$ cat config.mk
export PLATFORM = sky130hd
export DESIGN_NAME = memory_port_arbiter
export DESIGN_NICKNAME = d
export VERILOG_FILES = /design/src/rtl/memory_port_arbiter.sv
export SDC_FILE = /design/constraint.sdc
export NUM_CORES = 1
export LEC_CHECK = 0
export CAP_MARGIN = 20
export CORE_AREA = 2 2 80 82
export CTS_CLUSTER_DIAMETER = 30
export DETAILED_ROUTE_END_ITERATION = 6
export DIE_AREA = 0 0 82 84
export PLACE_DENSITY = 0.75
export SYNTH_ARGS = -nofsm -noshare
export SYNTH_HDL_FRONTEND = slang
export SYNTH_SLANG_ARGS = --single-unit
$ cat constraint.sdc
create_clock -name clk_i -period 1.26 [get_ports clk_i]
set_input_delay 0.252 -clock clk_i [delete_from_list [all_inputs] [get_ports clk_i]]
set_output_delay 0.252 -clock clk_i [all_outputs]
set_load 0.05 [all_outputs]
$ cat src/rtl/memory_port_arbiter.sv
// Two-port arbiter in front of a single byte-addressable memory with a 1-cycle registered read.
// Port 0 is a word-read-only fetch port; port 1 is a load/store port. Read data is steered back to its issuer.
module memory_port_arbiter #(
    parameter int MEMORY_DEPTH_BYTES = 1024,
    parameter int ROUND_ROBIN        = 1,
    localparam int AddrWidth         = $clog2(MEMORY_DEPTH_BYTES)
) (
    input  logic                 clk_i,
    input  logic                 rst_i,

    input  logic                 p0_req_i,
    input  logic [AddrWidth-1:0] p0_addr_i,
    output logic                 p0_gnt_o,
    output logic                 p0_rvalid_o,
    output logic [31:0]          p0_rdata_o,

    input  logic                 p1_req_i,
    input  logic                 p1_we_i,
    input  logic [1:0]           p1_width_i,
    input  logic                 p1_sign_extend_i,
    input  logic [AddrWidth-1:0] p1_addr_i,
    input  logic [31:0]          p1_wdata_i,
    output logic                 p1_gnt_o,
    output logic                 p1_rvalid_o,
    output logic [31:0]          p1_rdata_o,

    output logic [AddrWidth-1:0] mem_addr_o,
    output logic [1:0]           mem_width_o,
    output logic                 mem_sign_extend_o,
    output logic [31:0]          mem_wdata_o,
    output logic                 mem_we_o,
    input  logic [31:0]          mem_rdata_i
);

    // mem_width_t encoding shared with the memory: 0 = BYTE, 1 = HALFWORD, 2 = WORD.
    localparam logic [1:0] WIDTH_WORD = 2'd2;

    // Handshake: a requester raises req with stable fields and keeps them until it
    // sees its gnt high in the same cycle; the transfer happens on req && gnt.
    logic last_port_q, last_port_d;
    logic rsp_valid_q, rsp_valid_d;
    logic rsp_port_q,  rsp_port_d;
    logic gnt0, gnt1;

    // Contention goes to the port that was not served last; a sole requester always wins.
    always_comb begin
        gnt0 = 1'b0;
        gnt1 = 1'b0;
        if (!rst_i) begin
            if (p0_req_i && p1_req_i) begin
                if (ROUND_ROBIN != 0 && last_port_q) begin
                    gnt0 = 1'b1;
                end else begin
                    gnt1 = 1'b1;
                end
            end else begin
                gnt0 = p0_req_i;
                gnt1 = p1_req_i;
            end
        end
    end

    always_comb begin
        last_port_d = last_port_q;
        if (gnt1) begin
            last_port_d = 1'b1;
        end else if (gnt0) begin
            last_port_d = 1'b0;
        end
        rsp_valid_d = gnt0 || (gnt1 && !p1_we_i);
        rsp_port_d  = gnt1;
    end

    always_ff @(posedge clk_i) begin
        if (rst_i) begin
            last_port_q <= 1'b1;
            rsp_valid_q <= 1'b0;
            rsp_port_q  <= 1'b0;
        end else begin
            last_port_q <= last_port_d;
            rsp_valid_q <= rsp_valid_d;
            rsp_port_q  <= rsp_port_d;
        end
    end

    // With no grant the memory sees a harmless port 0 read.
    always_comb begin
        if (gnt1) begin
            mem_addr_o        = p1_addr_i;
            mem_width_o       = p1_width_i;
            mem_sign_extend_o = p1_sign_extend_i;
            mem_wdata_o       = p1_wdata_i;
        end else begin
            mem_addr_o        = p0_addr_i;
            mem_width_o       = WIDTH_WORD;
            mem_sign_extend_o = 1'b0;
            mem_wdata_o       = 32'd0;
        end
        mem_we_o = gnt1 && p1_we_i;
    end

    assign p0_gnt_o = gnt0;
    assign p1_gnt_o = gnt1;

    // A response still in flight when reset rises is dropped.
    assign p0_rvalid_o = rsp_valid_q && !rsp_port_q && !rst_i;
    assign p1_rvalid_o = rsp_valid_q &&  rsp_port_q && !rst_i;
    assign p0_rdata_o  = p0_rvalid_o ? mem_rdata_i : 32'd0;
    assign p1_rdata_o  = p1_rvalid_o ? mem_rdata_i : 32'd0;

endmodule

Word level (Yosys, flattened, before mapping)

Index checks and enable logic that the tools add are counted.

Output and inout port bits: 114
Word-level logic and storage cells: 27
Register bits after elaboration: 3
Input bits: 92

Mux-type cells: 12
Reductions and logical operators: 12

Operators with widths:

| cell               | count |
|---|---|
| 32-bit two-way mux | 3 |
| 10-bit two-way mux | 1 |
| 1-bit logical AND  | 7 |
| 1-bit two-way mux  | 7 |
| 1-bit zero test    | 3 |
| 2-bit two-way mux  | 1 |
| 2-bit OR reduction | 1 |
| 1-bit logical OR   | 1 |

Logic depth before layout (Yosys ltp)

Word-level depth: 5
Gate-level depth with buffers: 5
Depth with buffers taken out: 3

Worst setup path after synthesis

No wires, ideal clock.

Kind: register to output
Start: reg last_port_q
End: out mem_wdata_o[23]
Path buffers: 2
Cell stages (with the launch flop): 6
Arrival time: 1.384 ns
Setup slack: -0.376 ns
Required time: 1.008 ns
Cell sequence: dfxtp_1 nand2_1 nor3b_2 buf_4 buf_4 and2_1

Cells in the longest elaborated chain, start to end: 4

RTL lines:

| item                   | line | source |
|---|---|---|
| from (decl)            | 40   | `logic last_port_q, last_port_d;` |
| from (signal assigned) | 80   | `last_port_q <= last_port_d;` |
| 1-bit two-way mux      | 51   | `if (ROUND_ROBIN != 0 && last_port_q) begin` |
| 1-bit two-way mux      | 50   | `if (p0_req_i && p1_req_i) begin` |
| 1-bit two-way mux      | 49   | `if (!rst_i) begin` |
| named net p1_gnt_o     | 23   | `output logic p1_gnt_o,` |
| 32-bit two-way mux     | 88   | `if (gnt1) begin` |
| to (decl)              | 30   | `output logic [31:0] mem_wdata_o,` |

The timed path passes the listed nets, and every way through them passes these cells.

Worst setup path after layout

Start: in p0_req_i
End: out mem_addr_o[6]

Cells in the longest elaborated chain, start to end: 4

RTL lines:

| item               | line | source |
|---|---|---|
| from (decl)        | 11   | `input logic p0_req_i,` |
| 1-bit logical AND  | 50   |  |
| 1-bit two-way mux  | 50   |  |
| 1-bit two-way mux  | 49   |  |
| 10-bit two-way mux | 88   |  |
| to (decl)          | 27   | `output logic [AddrWidth-1:0] mem_addr_o,` |

Every way passes these cells.

==> results.json <==
{
  "routed-via-count": 1795,
  "die_y_um": 84,
  "placementRows": 29,
  "dr.pass1.iters": 2,
  "seq_area_frac_synth": 0.0642,
  "cts_tree": "yes",
  "clkSinkCount": 3,
  "area_growth_pct": 423,
  "grt_pass1_wl_um": 11600,
  "post-route-drc-count": 0,
  "drv_cap": 0,
  "yosys-top-cells-count": "and2_1, mux2_2, buf_2, dfxtp_1, nand2b_1",
  "timing.slew.headroom": 0.870,
  "grt_max_degree": 18,
  "cts_buffers": 3,
  "initial_utilization": 0.154,
  "dp.cells": 419,
  "synth_seq_cells": 3,
  "finalSetupViolCount": 114,
  "coreArea_mm2": 0.00610,
  "synth.area.top_cells": "and2_1, mux2_2, dfxtp_1, buf_2, nor3b_2",
  "hold_violations": 0,
  "insertion_delay_ns": 0.22,
  "cp-start-kind": "input port",
  "crit_path_end_kind": "output pin",
  "critPathLaunch": "p0_req_i",
  "cts_max_level": 1,
  "synth_most_common_cell": "and2_1",
  "ant_nets": 0,
  "placed_cell_area_mm2": 0.00449,
  "finalSetupTns_ns": -41.87,
  "fin_crit_sh": 1.42,
  "p_leak_nw": 2.09,
  "fin_skew_ns": 0.00536,
  "hpwl_um": 5710,
  "fin_util": 0.803,
  "synth_top_area_frac": 0.662,
  "cp.arrival_ns": 1.53,
  "critical_path_class": "in2out",
  "powerDensity_mw_per_mm2": 400,
  "die_width_um": 82,
  "cp.required_ns": 1.01,
  "grt_pass1_vias": 2041,
  "cts_buffer_depth": 2,
  "synthCells": 136,
  "postCtsHoldBufs": 0,
  "rsz0062_at_grt": "yes",
  "grtUsageTotal": 0.221,
  "drive_above_1_share": 0.729,
  "final_nets": 454,
  "design_area_mm2": 0.00489,
  "multiInputGateArea_mm2": 0.00112,
  "final_cell_count_no_fill": 438,
  "fmax_mhz": 560,
  "path_clk_slew_ns": 0.03,
  "vias_per_cell": 4.10,
  "async_flop_share": 0,
  "antenna_found_initial": 0,
  "synth_nets": 228,
  "wl_per_cell_um": 17.0,
  "ir_drop_mv": 0.615,
  "finalPower_mw": 1.96,
  "min_path_type": "in2reg",
  "final.min_clock_period_ns": 1.79,
  "nFillCells": 348,
  "yosys_warnings": 0,
  "outcome": "finished, violations left",
  "first_iter_violations": 39,
  "slew_violations": 0,
  "synth_ff_type": "dfxtp_1",
  "diodes": 0,
  "netlist_area_um2": 936,
  "rr_startpoint": "last_port_q$_SDFFE_PP1P_",
  "setup_ws_ns": -0.526,
  "dieArea_mm2": 0.00689,
  "place.gp.congestion": 0.788,
  "synth_edf_count": 0,
  "synth_cell_type_count": 15,
  "ios": 206,
  "wl_um": 7450,
  "syn-mean-instance-area_um2": 6.88,
  "tightest_slew_ns": 0.195,
  "hp-start": "rst_i",
  "clock-root-buffer": "clkbuf_8",
  "register_area_um2": 63.8,
  "critPathMaxFanout": 8,
  "grt-ovfl-total": 0,
  "yosysTopAreaCell": "and2_1",
  "violations": "setup timing",
  "io_buffer_count": 205
}
-- per-layer routing --
metal	wire, um	GRT usage	up-vias
li1	-	-	877
met1	2510	0.231	839
met2	4410	0.439	69
met3	399	0.0357	10
met4	129	0.0470	0
met5	0	0	-
-- placed cells by master (no fill, tap or decap), types with 3 or more instances in the layout --
cell | Yosys | final
mux2_4 | 0 | 10
buf_12 | 0 | 113
nand2b_1 | 3 | 3
buf_4 | 2 | 8
buf_16 | 0 | 7
buf_6 | 0 | 13
dfxtp_2 | 0 | 3
clkdlybuf4s50_1 | 0 | 88
clkbuf_8 | 0 | 3
and2_4 | 0 | 99
-- worst max-delay path, cell delays in order --
cell	delay, ns
dlygate4sd2_1	0.26
nand2_2	0.08
nor3b_4	0.17
buf_6	0.14
buf_12	0.13
mux2_4	0.33
buf_12	0.15
-- stage by stage --
stage / worst slack, ns / hold WS, ns
6_report: -0.526 / 0.500
5_1_grt: -0.548 / 0.527
4_1_cts: -0.521 / 0.498
3_5_place_dp: -0.754 / 0.550
3_3_place_gp: -0.711 / 0.541
2_1_floorplan: -0.129 / 0.321
-- what timing repair did --
action / 4_1_cts / 5_1_grt
cloned: 8 / 0
setup buffers: 10 / 0
pin swaps: 36 / 11
resized for setup: 61 / 5
setup endpoints to repair: 114 / 114
-- where the power goes --
part           total [mW]  internal, mW  switching, mW  leakage, nW
registers           0.108         0.103        0.00498       0.0253
clock network       0.282         0.216         0.0664       0.0228
logic                1.57         0.886          0.682         2.04
-- cell families after synthesis --
kind of cell    after synthesis  share of synthesized area
buf+inv                      12                     0.0655
compound gates                3                     0.0160
flops                         3                     0.0642
mux                          10                      0.120
simple gates                108                      0.734
-- layout make-up --
cell class / instances / area share
clock buffers: 4 / 0.00921
well taps: 77 / 0.0197
multi-input cells: 121 / 0.229
inverters: 1 / 0.000767
flip-flops and latches: 3 / 0.0130
repair buffers: 232 / 0.729
-- registers in the layout, summed over array words and instances, names as in the netlist --
| name | flops |
|---|---|
| last_port_q | 1 |
| rsp_port_q | 1 |
| rsp_valid_q | 1 |
-- path summary, 6_finish.rpt --
path         cells past startpoint  slack [ns]                       end
min reg2reg                      3        0.60  last_port_q$_SDFFE_PP1P_
max                              7       -0.53             mem_addr_o[6]
min                              4        0.50    rsp_valid_q$_SDFF_PP0_
max reg2reg                      3        0.42    rsp_valid_q$_SDFF_PP0_
Power figures use the tool's default switching activity.
